$ cat src/rtl/counter_10_pkg.sv
// Shared constants for the modulo-N counter: default count length and output width.
package counter_10_pkg;

  localparam int DEFAULT_MODULUS = 10;
  localparam int DEFAULT_WIDTH   = 4;

endpackage : counter_10_pkg

$ cat src/rtl/counter_10.sv
// Enabled modulo-MODULUS up-counter with asynchronous active-high reset.
// The output is taken straight from the count register.
module counter_10
  import counter_10_pkg::*;
#(
  parameter int MODULUS = DEFAULT_MODULUS,
  parameter int WIDTH   = DEFAULT_WIDTH
) (
  input  logic             clock,
  input  logic             reset,
  input  logic             enable,
  output logic [WIDTH-1:0] out
);

  localparam logic [WIDTH-1:0] LAST_VALUE = WIDTH'(MODULUS - 1);
  localparam logic [WIDTH-1:0] ONE        = WIDTH'(1);

  generate
    if (MODULUS < 2 || MODULUS > (2 ** WIDTH)) begin : g_bad_modulus
      $error("counter_10: MODULUS %0d outside legal range 2..2**WIDTH", MODULUS);
    end
  endgenerate

  logic [WIDTH-1:0] out_q;
  logic [WIDTH-1:0] out_d;

  // Values at or beyond the last legal count (including unreachable illegal ones) wrap to 0.
  always_comb begin
    out_d = out_q;
    if (enable) begin
      if (out_q >= LAST_VALUE) begin
        out_d = '0;
      end else begin
        out_d = out_q + ONE;
      end
    end
  end

  always_ff @(posedge clock or posedge reset) begin
    if (reset) begin
      out_q <= '0;
    end else begin
      out_q <= out_d;
    end
  end

  assign out = out_q;

endmodule : counter_10

$ cat config.mk
export PLATFORM = sky130hd
export DESIGN_NAME = counter_10
export DESIGN_NICKNAME = d
export VERILOG_FILES = /design/src/rtl/counter_10_pkg.sv /design/src/rtl/counter_10.sv
export SDC_FILE = /design/constraint.sdc
export NUM_CORES = 1
export LEC_CHECK = 0
export CAP_MARGIN = 5
export CORE_AREA = 4 4 41 43
export DETAILED_ROUTE_END_ITERATION = 8
export DIE_AREA = 0 0 45 47
export PLACE_DENSITY_LB_ADDON = 0.25
export SLEW_MARGIN = 0
export SYNTH_ARGS = -nofsm -noshare
export SYNTH_HDL_FRONTEND = slang
export SYNTH_SLANG_ARGS = --single-unit
$ cat constraint.sdc
create_clock -name clock -period 2.52 [get_ports clock]
set_input_delay 0.504 -clock clock [delete_from_list [all_inputs] [get_ports clock]]
set_output_delay 0.504 -clock clock [all_outputs]
set_load 0.05 [all_outputs]
==> run metrics <==
status finished clean; CTS buffer count 3; global-route wire length before repair 876 um; Max clock buf depth 2; R2R Setup Slk 1.27 ns; Sequential Area 100.1 um^2; Filler Cell Count 152; PortBufs 6; area fraction in compound gates after synthesis 23.59%; Setup WS post-layout 0.5089 ns; max FFs per register 4; final hold slack 0.4580 ns; number of max-cap violations 0; CP peak stage delay 0.84 ns; dpl ws 0.7597 ns; Hold/Removal Path Class in2async; FMAX 0.4972 GHz; via count 206; # DRC 0; post-detail-place hpwl 415.6 um; measured slew at the worst slew-check pin 0.5116 ns; initial core utilization 18.75%; row count 13; setup TNS 0 ns; Slew HR 65.78%; Worst Skew 0.002952 ns; H-tree depth 1; DRT Pass-1 Iters 2; multiplexer area fraction after synthesis 0%; hold_buf cts 0; crit path cell chain clkdlybuf4s50_1; core area 1301 um^2; Tmin final 2.011 ns; DR iter-0 viols 1; Antenna Nets Post-Route 0; Slew Limit Fails 0; CP bufs+invs 1; initial antenna violation count 0; Die X 45 um; diodes inserted 0; main combinational cell family by area after synthesis compound AO/OA/AOI/OAI gates; share of cells above drive strength 1 12.12%; Synth warnings 0; CP max FO 6; synthesized netlist cell count 24; Critical Path Source Type flop; area leader, netlist dfrtp_1; Largest delay share family, worst path buffers and inverters; Yosys reg bits 4; total track usage 5.705%; Post-Synth Adder-Cell Area 15.38%; post-synthesis sequential area ratio 41.03%; slowest CP cell clkdlybuf4s50_1; Worst Path Required 2.02 ns; Fin. Hold Viols 0; CTS clk-pin slew, worst paths 0.04 ns; CTS sink cnt 4; CP startpoint out[0]; Crit. End Element output pin; routability cong. 0.6718; number of post-CTS setup repair buffers 0; worst-skew pair later-pin latency 0.23 ns; largest net degree at the start of global routing 9; # nets final 41; Synth top area share 41.03%; io pins 7; syn_nets 30; final clock period utilization by the worst path 79.81%; PostCTS Resize Cnt 0; remaining global-route overflow 0; RSZ-0062 raised after global routing no; root buffer cell clkbuf_4; WL final 503 um; average size of a mapped cell 10.17 um^2; Synth area leaders dfrtp_1, ha_1, nand2b_1, o311ai_2, inv_1; final core occ 26.54%; WS Path Type reg2out; die area 2115 um^2; Final setup viols 0; CTS tree built; Die Ht 47 um; r2r startpoint out[0]; crit path DAT 1.51 ns; vias per inst 4.292; Post-Synth XOR/XNOR Area 0%; Post-Syn Area 244.0 um^2; simple-gate share of the synthesized area 13.85%; Multi-input gate area 128.9 um^2; vias in the first global route 228; Layout area overhead 41.54%; Synth cell types 13; Routed WL per cell 10.48 um
-- routing by layer --
metal  share of wire [%]  GRT usage (%)
met1                  48          6.193
met2                  45          9.887
met3                 6.6          3.831
met4                   0              0
met5                   0              0
-- area by class of cell --
class | instances | area share [%]
timing repair buffer | 6 | 17.39
inverter | 4 | 4.348
tap | 15 | 5.435
multi-input combinational | 16 | 37.32
sequential | 4 | 28.99
clock buffer | 3 | 6.522
-- synthesized netlist by cell type, drive strengths merged --
cell and instances:
o311ai 1, o31a 1, dfrtp 4, nand2 2, nand2b 3, inv 4, o22ai 1, o21ai 1
ha 3, a21o 1, nand3b 1, a41oi 1, a21oi 1
-- kinds of logic (layout without fill, tap and decap cells) --
kind of cell / Yosys count / after routing
compound gates: 7 / 7
fa+ha+maj: 3 / 3
buf+inv: 4 / 13
flops: 4 / 4
simple gates: 6 / 6
-- placed cells by master (no fill, tap or decap), drive strengths merged --
cell / synthesis / final
a21o: 1 / 1
o21ai: 1 / 1
inv: 4 / 4
nand2: 2 / 2
nand2b: 3 / 3
o311ai: 1 / 1
clkbuf: 0 / 3
o31a: 1 / 1
a21oi: 1 / 1
o22ai: 1 / 1
clkdlybuf4s50: 0 / 6
a41oi: 1 / 1
ha: 3 / 3
dfrtp: 4 / 4
nand3b: 1 / 1
-- final timing paths --
check | end | cells after the start
min in group clock | out[3] | 2
max reg2reg | out[0] | 5
max | out[0] | 1
max in group asynchronous | out[1] | 2
min reg2reg | out[3] | 2
min | out[3] | 2
-- stage by stage --
step                      instance area (um^2)  instances
final                                    345.3         48
after global routing                     345.3         48
after CTS                                345.3         48
after detailed placement                 322.8         45
after global placement                   322.8         45
after floorplan                          244.0         24
Power is left out: the tool's default activity adds up to more than one toggle a clock period on the data nets, which glitch-free logic cannot reach.
